### config.mk
export PLATFORM = sky130hd
export DESIGN_NAME = uart_tx_cfg_flat
export DESIGN_NICKNAME = d
export VERILOG_FILES = /design/src/rtl/uart_tx_cfg_if.sv /design/src/rtl/uart_tx_cfg.sv /design/src/flat_wrapper.sv
export SDC_FILE = /design/constraint.sdc
export NUM_CORES = 1
export LEC_CHECK = 0
export ABC_AREA = 1
export CORE_MARGIN = 5
export CORE_UTILIZATION = 40
export CTS_BUF_LIST = sky130_fd_sc_hd__clkbuf_8
export DETAILED_ROUTE_END_ITERATION = 10
export PLACE_DENSITY_LB_ADDON = 0.08
export SYNTH_ARGS = -nofsm -noshare
export SYNTH_HDL_FRONTEND = slang
export SYNTH_SLANG_ARGS = --single-unit
### constraint.sdc
create_clock -name i_clk -period 3.3 [get_ports i_clk]
set_input_delay 0.99 -clock i_clk [delete_from_list [all_inputs] [get_ports i_clk]]
set_output_delay 0.99 -clock i_clk [all_outputs]
set_load 0.05 [all_outputs]
### src/rtl/uart_tx_cfg_if.sv
// Read port of the first-word-fall-through TX FIFO feeding the UART transmitter.
// master = FIFO side, slave = transmitter side.
interface uart_tx_cfg_if #(
    parameter int DataWidth = 8
);
    logic [DataWidth-1:0] tx_fifo_data;
    logic                 tx_fifo_empty;
    logic                 tx_fifo_read_en;

    modport master (output tx_fifo_data, output tx_fifo_empty, input tx_fifo_read_en);
    modport slave  (input tx_fifo_data, input tx_fifo_empty, output tx_fifo_read_en);
endinterface

### src/rtl/uart_tx_cfg.sv
// Runtime-configurable UART transmitter: per-frame data length, parity and stop bits,
// optional CTS gating, break generation and back-to-back frames.
//
// state   | meaning
// IDLE    | line high, waiting for data or break
// START   | start bit (low)
// DATA    | L data bits, LSB first
// PARITY  | parity bit, only when parity is enabled
// STOP    | one or two stop bits (high)
// BREAK   | line held low while i_break is set
// BRK_END | one bit time high after a break
module uart_tx_cfg #(
    parameter int   DataWidth   = 8,
    parameter int   OverSample  = 16,
    parameter logic FlowControl = 1'b0
) (
    input  logic                           i_clk,
    input  logic                           i_rst_n,
    output logic                           o_tx,
    input  logic                           i_cts,
    uart_tx_cfg_if.slave                   fifo,
    input  logic [$clog2(DataWidth+1)-1:0] i_cfg_data_len,
    input  logic [1:0]                     i_cfg_parity,
    input  logic                           i_cfg_stop2,
    input  logic                           i_break,
    output logic                           o_busy,
    output logic                           o_frame_done
);
    localparam int              LenW    = $clog2(DataWidth + 1);
    localparam int              CntW    = $clog2(OverSample);
    localparam logic [CntW-1:0] BitLast = CntW'(OverSample - 1);
    localparam logic [LenW-1:0] LenMin  = LenW'(5);
    localparam logic [LenW-1:0] LenMax  = LenW'(DataWidth);

    typedef enum logic [2:0] {
        ST_IDLE, ST_START, ST_DATA, ST_PARITY, ST_STOP, ST_BREAK, ST_BRK_END
    } state_t;

    state_t               state_q, state_d;
    logic [CntW-1:0]      cnt_q, cnt_d;
    logic [LenW-1:0]      bit_idx_q, bit_idx_d;
    logic [LenW-1:0]      len_q, len_d;
    logic [DataWidth-1:0] shift_q, shift_d;
    logic                 par_en_q, par_en_d;
    logic                 par_bit_q, par_bit_d;
    logic                 stop2_q, stop2_d;
    logic                 stop_cnt_q, stop_cnt_d;
    logic                 tx_q, tx_d;

    logic                 start_ok;
    logic                 bit_end;
    logic                 load;
    logic                 read_en;
    logic                 frame_done;
    logic [LenW-1:0]      len_clamp;
    logic                 par_calc;

    assign start_ok = !fifo.tx_fifo_empty && (!FlowControl || i_cts) && !i_break;
    assign bit_end  = (cnt_q == '0);

    // Frame format of the head word, captured only when a frame is launched.
    always_comb begin
        len_clamp = i_cfg_data_len;
        if (i_cfg_data_len < LenMin) begin
            len_clamp = LenMin;
        end else if (i_cfg_data_len > LenMax) begin
            len_clamp = LenMax;
        end
        par_calc = 1'b0;
        for (int i = 0; i < DataWidth; i++) begin
            if (i < int'(len_clamp)) begin
                par_calc = par_calc ^ fifo.tx_fifo_data[i];
            end
        end
        if (i_cfg_parity == 2'b10) begin
            par_calc = ~par_calc;
        end
    end

    always_comb begin
        state_d    = state_q;
        cnt_d      = cnt_q;
        bit_idx_d  = bit_idx_q;
        len_d      = len_q;
        shift_d    = shift_q;
        par_en_d   = par_en_q;
        par_bit_d  = par_bit_q;
        stop2_d    = stop2_q;
        stop_cnt_d = stop_cnt_q;
        load       = 1'b0;
        frame_done = 1'b0;
        if (!bit_end) begin
            cnt_d = cnt_q - 1'b1;
        end

        case (state_q)
            ST_IDLE: begin
                if (i_break) begin
                    state_d = ST_BREAK;
                end else if (start_ok) begin
                    load = 1'b1;
                end
            end
            ST_START: begin
                if (bit_end) begin
                    state_d   = ST_DATA;
                    cnt_d     = BitLast;
                    bit_idx_d = '0;
                end
            end
            ST_DATA: begin
                if (bit_end) begin
                    shift_d = shift_q >> 1;
                    cnt_d   = BitLast;
                    if (bit_idx_q == len_q - 1'b1) begin
                        state_d = par_en_q ? ST_PARITY : ST_STOP;
                    end else begin
                        bit_idx_d = bit_idx_q + 1'b1;
                    end
                end
            end
            ST_PARITY: begin
                if (bit_end) begin
                    state_d = ST_STOP;
                    cnt_d   = BitLast;
                end
            end
            ST_STOP: begin
                if (bit_end) begin
                    if (stop2_q && !stop_cnt_q) begin
                        stop_cnt_d = 1'b1;
                        cnt_d      = BitLast;
                    end else begin
                        frame_done = 1'b1;
                        if (start_ok) begin
                            load = 1'b1;
                        end else begin
                            state_d = ST_IDLE;
                        end
                    end
                end
            end
            ST_BREAK: begin
                if (!i_break) begin
                    state_d = ST_BRK_END;
                    cnt_d   = BitLast;
                end
            end
            ST_BRK_END: begin
                if (bit_end) begin
                    state_d = ST_IDLE;
                end
            end
            default: state_d = ST_IDLE;
        endcase

        // Launching a frame pops the FIFO head in the same cycle it is captured.
        if (load) begin
            state_d    = ST_START;
            cnt_d      = BitLast;
            shift_d    = fifo.tx_fifo_data;
            len_d      = len_clamp;
            par_en_d   = (i_cfg_parity == 2'b01) || (i_cfg_parity == 2'b10);
            par_bit_d  = par_calc;
            stop2_d    = i_cfg_stop2;
            stop_cnt_d = 1'b0;
        end
        read_en = load;

        case (state_q)
            ST_START:  tx_d = 1'b0;
            ST_DATA:   tx_d = shift_q[0];
            ST_PARITY: tx_d = par_bit_q;
            ST_BREAK:  tx_d = 1'b0;
            default:   tx_d = 1'b1;
        endcase
    end

    always_ff @(posedge i_clk or negedge i_rst_n) begin
        if (!i_rst_n) begin
            state_q    <= ST_IDLE;
            cnt_q      <= '0;
            bit_idx_q  <= '0;
            len_q      <= '0;
            shift_q    <= '0;
            par_en_q   <= 1'b0;
            par_bit_q  <= 1'b0;
            stop2_q    <= 1'b0;
            stop_cnt_q <= 1'b0;
            tx_q       <= 1'b1;
        end else begin
            state_q    <= state_d;
            cnt_q      <= cnt_d;
            bit_idx_q  <= bit_idx_d;
            len_q      <= len_d;
            shift_q    <= shift_d;
            par_en_q   <= par_en_d;
            par_bit_q  <= par_bit_d;
            stop2_q    <= stop2_d;
            stop_cnt_q <= stop_cnt_d;
            tx_q       <= tx_d;
        end
    end

    // The pop strobe is combinational, so keep it quiet while reset is held.
    assign fifo.tx_fifo_read_en = read_en & i_rst_n;
    assign o_tx                 = tx_q;
    assign o_busy               = (state_q != ST_IDLE);
    assign o_frame_done         = frame_done;
endmodule
### src/flat_wrapper.sv
// flat-port wrapper written by rule: the top's interface ports become plain ports
module uart_tx_cfg_flat 
#(
    parameter int   DataWidth   = 8,
    parameter int   OverSample  = 16,
    parameter logic FlowControl = 1'b0
)
  (i_clk, i_rst_n, o_tx, i_cts, i_cfg_data_len, i_cfg_parity, i_cfg_stop2, i_break, o_busy, o_frame_done, fifo_tx_fifo_data, fifo_tx_fifo_empty, fifo_tx_fifo_read_en);
  uart_tx_cfg_if #(.DataWidth(DataWidth)) fifo_i ();
  input  logic i_clk;
  input  logic i_rst_n;
  output logic o_tx;
  input  logic i_cts;
  input  logic [$clog2(DataWidth+1)-1:0] i_cfg_data_len;
  input  logic [1:0] i_cfg_parity;
  input  logic i_cfg_stop2;
  input  logic i_break;
  output logic o_busy;
  output logic o_frame_done;
  input wire logic [$bits(fifo_i.tx_fifo_data)-1:0] fifo_tx_fifo_data;
  input wire logic [$bits(fifo_i.tx_fifo_empty)-1:0] fifo_tx_fifo_empty;
  output wire logic [$bits(fifo_i.tx_fifo_read_en)-1:0] fifo_tx_fifo_read_en;
  assign fifo_i.tx_fifo_data = fifo_tx_fifo_data;
  assign fifo_i.tx_fifo_empty = fifo_tx_fifo_empty;
  assign fifo_tx_fifo_read_en = fifo_i.tx_fifo_read_en;
  uart_tx_cfg #(.DataWidth(DataWidth), .OverSample(OverSample), .FlowControl(FlowControl)) u_core (.i_clk(i_clk), .i_rst_n(i_rst_n), .o_tx(o_tx), .i_cts(i_cts), .fifo(fifo_i), .i_cfg_data_len(i_cfg_data_len), .i_cfg_parity(i_cfg_parity), .i_cfg_stop2(i_cfg_stop2), .i_break(i_break), .o_busy(o_busy), .o_frame_done(o_frame_done));
endmodule
-- After elaboration in Yosys (flattened, before gate mapping)
Cells that the tools add are included.
- output and inout bits: 4
- bits of input ports: 20
- register bits after elaboration: 28
- word-level logic and storage cells: 125
- bitwise gates (word level): 9
- muxes and demuxes: 51
- $add $sub $neg: 3
- magnitude comparators: 10
- eq/ne operators: 22
- reductions and logical operators: 20
- operators by type and width (cell ; count):
    4-bit two-way mux ; 11
    3-bit two-way mux ; 12
    8-bit two-way mux ; 3
    3-bit one-hot mux with 7 select lines ; 1
    1-bit two-way mux ; 20
    3-bit by 1-bit inequality test with 1-bit output, second input constant ; 6
    3-bit by 4-bit less-than comparator with 1-bit output, first input constant ; 4
    4-bit one-hot mux with 3 select lines ; 1
    10-bit AND reduction ; 1
    2-bit nonzero test ; 5
    3-bit == test, second input constant ; 3
    3-bit by 2-bit inequality test with 1-bit output, second input constant ; 3
    1-bit by 4-bit less-than comparator with 1-bit output, first input constant ; 2
    2-bit by 4-bit less-than comparator with 1-bit output, first input constant ; 2
    4-bit one-hot mux with 2 select lines ; 1
    4-bit by 1-bit subtractor with 4-bit output, second input constant ; 2
    1-bit XOR ; 7
    3-bit by 2-bit == test with 1-bit output, second input constant ; 2
    4-bit by 1-bit adder with 4-bit output, second input constant ; 1
    4-bit == test ; 1
    4-bit greater-than comparator, second input constant ; 1
    4-bit logical NOT ; 1
    4-bit by 3-bit less-than comparator with 1-bit output, second input constant ; 1
    2-bit by 1-bit inequality test with 1-bit output, second input constant ; 2
    other kinds (19) ; 22

-- Depth between registers and ports, before layout
- depth in word-level cells: 21
- gate-level depth with buffers: 15
- gate-level depth less buffers: 15

-- Worst setup path before layout
Ideal clock, no wire load.
- kind: input to output
- start: in fifo_tx_fifo_empty
- end: out fifo_tx_fifo_read_en
- arrival: 2392 ps
- buffers on the path: 2
- path slack: -82 ps
- data required time: 2310 ps
- cell stages on the path: 6
- path through: or2_2 nor2_1 nand2_2 buf_6 buf_6 nor2_1
- longest elaborated chain between the ends: 7
- elaborated cells on any way between the ends: 8
- classes of those cells: mux: 5; bitwise: 1; reduce/logical: 2
- ends and longest elaborated chain (element ; RTL line ; RTL):
    start, declared ; flat_wrapper.sv:21 ; input wire logic [$bits(fifo_i.tx_fifo_empty)-1:0] fifo_tx_fifo_empty;
    1-bit logical NOT * ; uart_tx_cfg.sv:58 ; assign start_ok = !fifo.tx_fifo_empty && (!FlowControl || i_cts) && !i_break;
    1-bit logical AND * ; uart_tx_cfg.sv:58 ;
    1-bit two-way mux * ; uart_tx_cfg.sv:100, uart_tx_cfg.sv:135 ;
    1-bit two-way mux ; uart_tx_cfg.sv:130 ; if (stop2_q && !stop_cnt_q) begin
    1-bit two-way mux ; uart_tx_cfg.sv:129 ; if (bit_end) begin
    1-bit one-hot mux with 2 select lines * ; uart_tx_cfg.sv:96 ; case (state_q)
    1-bit AND * ; uart_tx_cfg.sv:206 ; assign fifo.tx_fifo_read_en = read_en & i_rst_n;
    end, declared ; flat_wrapper.sv:22 ; output wire logic [$bits(fifo_i.tx_fifo_read_en)-1:0] fifo_tx_fifo_read_en;
Every way passes the cells marked *; elsewhere a longest branch is shown, timed or not.

-- Final worst setup path
- start: in i_break
- end: out fifo_tx_fifo_read_en
- longest elaborated chain between the ends: 7
- elaborated cells on any way between the ends: 8
- classes of those cells: mux: 5; bitwise: 1; reduce/logical: 2
- ends and longest elaborated chain (element ; RTL line ; RTL):
    start, declared ; flat_wrapper.sv:17 ; input logic i_break;
    1-bit logical NOT ; uart_tx_cfg.sv:58 ;
    1-bit logical AND ; uart_tx_cfg.sv:58 ;
    1-bit two-way mux ; uart_tx_cfg.sv:100, uart_tx_cfg.sv:135 ;
    1-bit two-way mux ; uart_tx_cfg.sv:130 ;
    1-bit two-way mux ; uart_tx_cfg.sv:129 ;
    1-bit one-hot mux with 2 select lines * ; uart_tx_cfg.sv:96 ;
    1-bit AND * ; uart_tx_cfg.sv:206 ;
Marks and branches as above.

==> implementation parameters <==
Parameter                              Value

Yosys
  Cell taking the most area after synthesis ... dfrtp_1
  Cell area after synthesis ... 1810 µm²
  Warning count from the yosys run ... 0
  Unique masters post-synth ... 32
  Fraction of the yosys area taken by sequential cells ... 0.387
  Combinational family with the most area after synthesis ... simple AND/OR/NAND/NOR gates
  Top post-synthesis cells by count ... nand2_1 (71), inv_1 (41), dfrtp_1 (27), o21ai_0 (27), nand3_1 (16)
  Simple-gate share of the synthesized area ... 0.273
  Main flop type after synthesis ... dfrtp_1
  Number of synthesized register bits ... 28
  Complex-gate fraction of the synthesized area ... 0.145
  Post-synth ARST share ... 1.00
  Synth top area share ... 0.373
  Synth Instances ... around 250
  Synthesized-area fraction occupied by adder cells ... 0.0345
  Share of synthesized area spent on multiplexers ... 0
  Post-synth EDFFs ... 0
  Cells taking the most area after synthesis ... dfrtp_1 (37%), nand2_1 (15%), inv_1 (8.5%)
  Mean instance size in the synthesized netlist ... 7.19 µm²
  Total nets after synthesis ... ~280
  Xor/xnor cell area share of the yosys netlist ... 0.0531
  Most instantiated library cell after synthesis ... nand2_1

Critical path
  Crit path max-delay family ... simple AND/OR/NAND/NOR gates
  Critical Setup Path Class ... in2out
  Category of the worst setup path capture point ... primary output
  Startpoint types ... primary input
  Worst Path Arrival ... ~2.2 ns
  Cell Chain, Critical Path ... clkdlybuf4s50_1 > or2_2 > nor2_1 > nand2_2 > nor2_2 > buf_12
  Slowest Stage Delay on Critical Path ... between 0.4 and 0.5 ns
  Library cell contributing the largest single delay on the critical path ... clkdlybuf4s50_1
  CP max FO ... 2
  Worst endpoint required time ... approximately 2.3 ns
  Buffers & Inverters on Critical Path ... 2

Finish
  Fraction of layout instances using a drive strength above 1 ... 0.0863
  Area delta synth->final ... 19.5%
  Number of inserted diodes ... 0
  Layout Nets ... 304
  Final instance area ... about 2200 µm²
  Filler instances ... around 450

Floorplan
  Number of ports placed on the die boundary ... 24
  Initial Util ... 0.414
  Area of the core ... roughly 4400 µm²
  Die boundary width ... between 70 and 80 µm
  Floorplan die area ... between 5000 and 6000 µm²
  Cell Rows ... 24
  Y dimension of the die ... about 77 µm

Timing
  Highest clock frequency the design can meet ... between 300 and 400 MHz
  Post-route minimum period ... 3.21 ns
  RSZ-0062 raised after global routing ... no
  Setup clock skew after layout ... between 0.004 and 0.005 ns
  Setup slack of the critical path after layout ... between 0.09 and 0.1 ns
  Setup total negative slack ... 0 ns
  Number of endpoints failing setup at the final stage ... 0
  Relative slew slack ... 0.662
  Slew at the pin closest to its max-slew limit ... 0.506 ns
  Endpoints failing hold ... 0
  Final clock period utilization by the worst path ... 0.972
  Slew Viols, Final ... 0

Power
  Worst IR Drop VDD ... ~310 µV
  Switching pwr ... roughly 0.76 mW
  Power Internal ... between 0.9 and 1 mW
  Switching power share of the total ... 0.443
  Part of the power in combinational logic ... 0.540
  Leakage dissipation ... between 1 and 1.5 nW
  Power density over cell area ... between 700 and 800 nW/µm²
  Sequential share of power ... 0.335
  Portion of total power attributed to the clock network ... 0.125

Place
  Post-DP HPWL ... approximately 2.8 mm
  Buffers added on ports ... 22
  Worst slack, placed ... between 0.09 and 0.1 ns
  Post-detailed-placement cell area ... around 2100 µm²
  GP Congestion ... between 0.7 and 0.8

Global routing
  Number of global-route vias before repair ... roughly 1500
  Antenna violations before repair ... 0
  GRT Resource Usage Total ... 0.133
  Largest net degree at the start of global routing ... 30
  GR Overflow Total ... 0
  First-pass GRT wire length ... about 6.7 mm

Drt
  Routed length on met2 ... 1.63 mm
  DR pass1 iterations ... 4
  Wire length per cell after detailed routing ... approximately 11 µm
  Via count normalized by instance count ... 4.77
  Number of routed nets with antenna violations ... 0
  Final Routed Wirelength ... about 3.7 mm
  Routed length on met1 ... slightly below 2 mm
  Top routing layer in use ... met4
  Number of remaining DRC errors ... 0
  Count of vias placed by the detailed router ... 1574
  Sum of met3 wire segment lengths after detailed routing ... approximately 97 µm
  Initial DRC count ... ~50

CTS
  Setup repair bufs after CTS ... 0
  Clock-pin slew on the worst setup and hold paths ... approximately 0.090 ns
  Library cell used as clock root buffer ... clkbuf_8
  Clock buffers created by TritonCTS ... 3
  Number of H-tree levels ... 1
  Total number of clock tree sinks ... 28
  Worst-skew pair later-pin latency ... approximately 0.28 ns
  Number of buffers between clock root and the deepest sink ... 2
  CTS tree ... built

Run
  Count of maximum capacitance violations ... 0

Hold path
  Class of the tightest hold or removal check ... reg2reg

Run status
  Outcome ... completed
==> what timing repair did <==
item / 4_1_cts / 5_1_grt
resized for setup: 0 / 1
endpoints found under the hold margin: 0 / 0
endpoints found under the setup margin: 0 / 1
hold buffers: 0 / 0
==> registers in the layout (all words and copies together), names as in the netlist <==
name and flops:
u_core.len_q 4, u_core.cnt_q 4, u_core.shift_q 8, u_core.par_bit_q 1, u_core.stop_cnt_q 1, u_core.state_q 3
u_core.o_tx 1, u_core.stop2_q 1, u_core.bit_idx_q 4, u_core.par_en_q 1
==> layer usage <==
metal,vias up,GRT usage
met1,692,0.190
met4,0,0.0326
met5,-,0
met3,6,0.0269
li1,857,-
met2,19,0.207
==> worst paths after layout <==
check	end	depth (start not counted)	slack, ns	start
min in group asynchronous	u_core.len_q[2]$_DFFE_PN0P_	2	1.12	i_rst_n
worst max-delay path	fifo_tx_fifo_read_en	6	0.09	i_break
worst max register to register	u_core.cnt_q[0]$_DFF_PN0_	11	1.28	u_core.cnt_q[0]$_DFF_PN0_
worst min register to register	u_core.stop_cnt_q$_DFFE_PN0P_	2	0.49	u_core.stop_cnt_q$_DFFE_PN0P_
max in group asynchronous	u_core.o_tx$_DFF_PN1_	2	1.87	i_rst_n
worst min-delay path	u_core.stop_cnt_q$_DFFE_PN0P_	2	0.49	u_core.stop_cnt_q$_DFFE_PN0P_
==> placed cells by master, fill, tap and decap left out, types with 2 or more instances in the layout <==
cell / count
nand2_1: 71
inv_1: 41
o21ai_0: 27
dfrtp_1: 27
clkdlybuf4s50_1: 20
nand3_1: 16
nor2_1: 11
nand2_2: 6
xnor2_1: 6
o21ai_1: 5
xor2_1: 5
ha_1: 5
clkbuf_8: 4
buf_4: 4
nor2_2: 3
a21oi_1: 3
o221ai_1: 3
or2_2: 2
o2111ai_1: 2
nor3_1: 2
==> power groups by stage <==
stage	Clock, mW	Combinational [mW]	Sequential [mW]
detailed placement	0	0.928	0.586
floorplan	0	0.720	0.582
CTS	0.226	0.937	0.577
global route	0.237	1.08	0.599
global placement	0	0.930	0.582
finish	0.214	0.928	0.576
==> area by class of cell <==
type / count / area (µm²) / share of cell area
clock buffers: 4 / 55.1 / 0.0254
inverters: 43 / 161 / 0.0745
multi-input cells: 177 / 920 / 0.425
flip-flops and latches: 28 / 702 / 0.324
well taps: 52 / 65.1 / 0.0300
repair buffers: 26 / 263 / 0.121
==> cell families after synthesis <==
family                   after synthesis
AO/OA/AOI/OAI                         46
XOR/XNOR                              11
adder cells (fa/ha/maj)                5
buffers and inverters                 47
flip-flops                            28
AND/OR/NAND/NOR                      115
==> worst reg2reg max path: cells and delay by family, from the launching register on <==
family          cells  cell delay [ns]
flops               1             0.38
buf+inv             3             0.59
simple gates        5             0.42
compound gates      2             0.27
fa+ha+maj           1             0.22
==> metrics by stage <==
stage          total power, mW  instances  hold WS (ns)  utilization
5_1_grt                   1.92        330         0.528        0.494
4_1_cts                   1.74        330         0.495        0.493
3_5_place_dp              1.51        326         0.470        0.481
2_1_floorplan             1.30        252         0.447            -
3_3_place_gp              1.51        326         0.467        0.481
6_report                  1.72        330         0.487        0.494
Note: power is estimated with default switching activity, not from simulation.
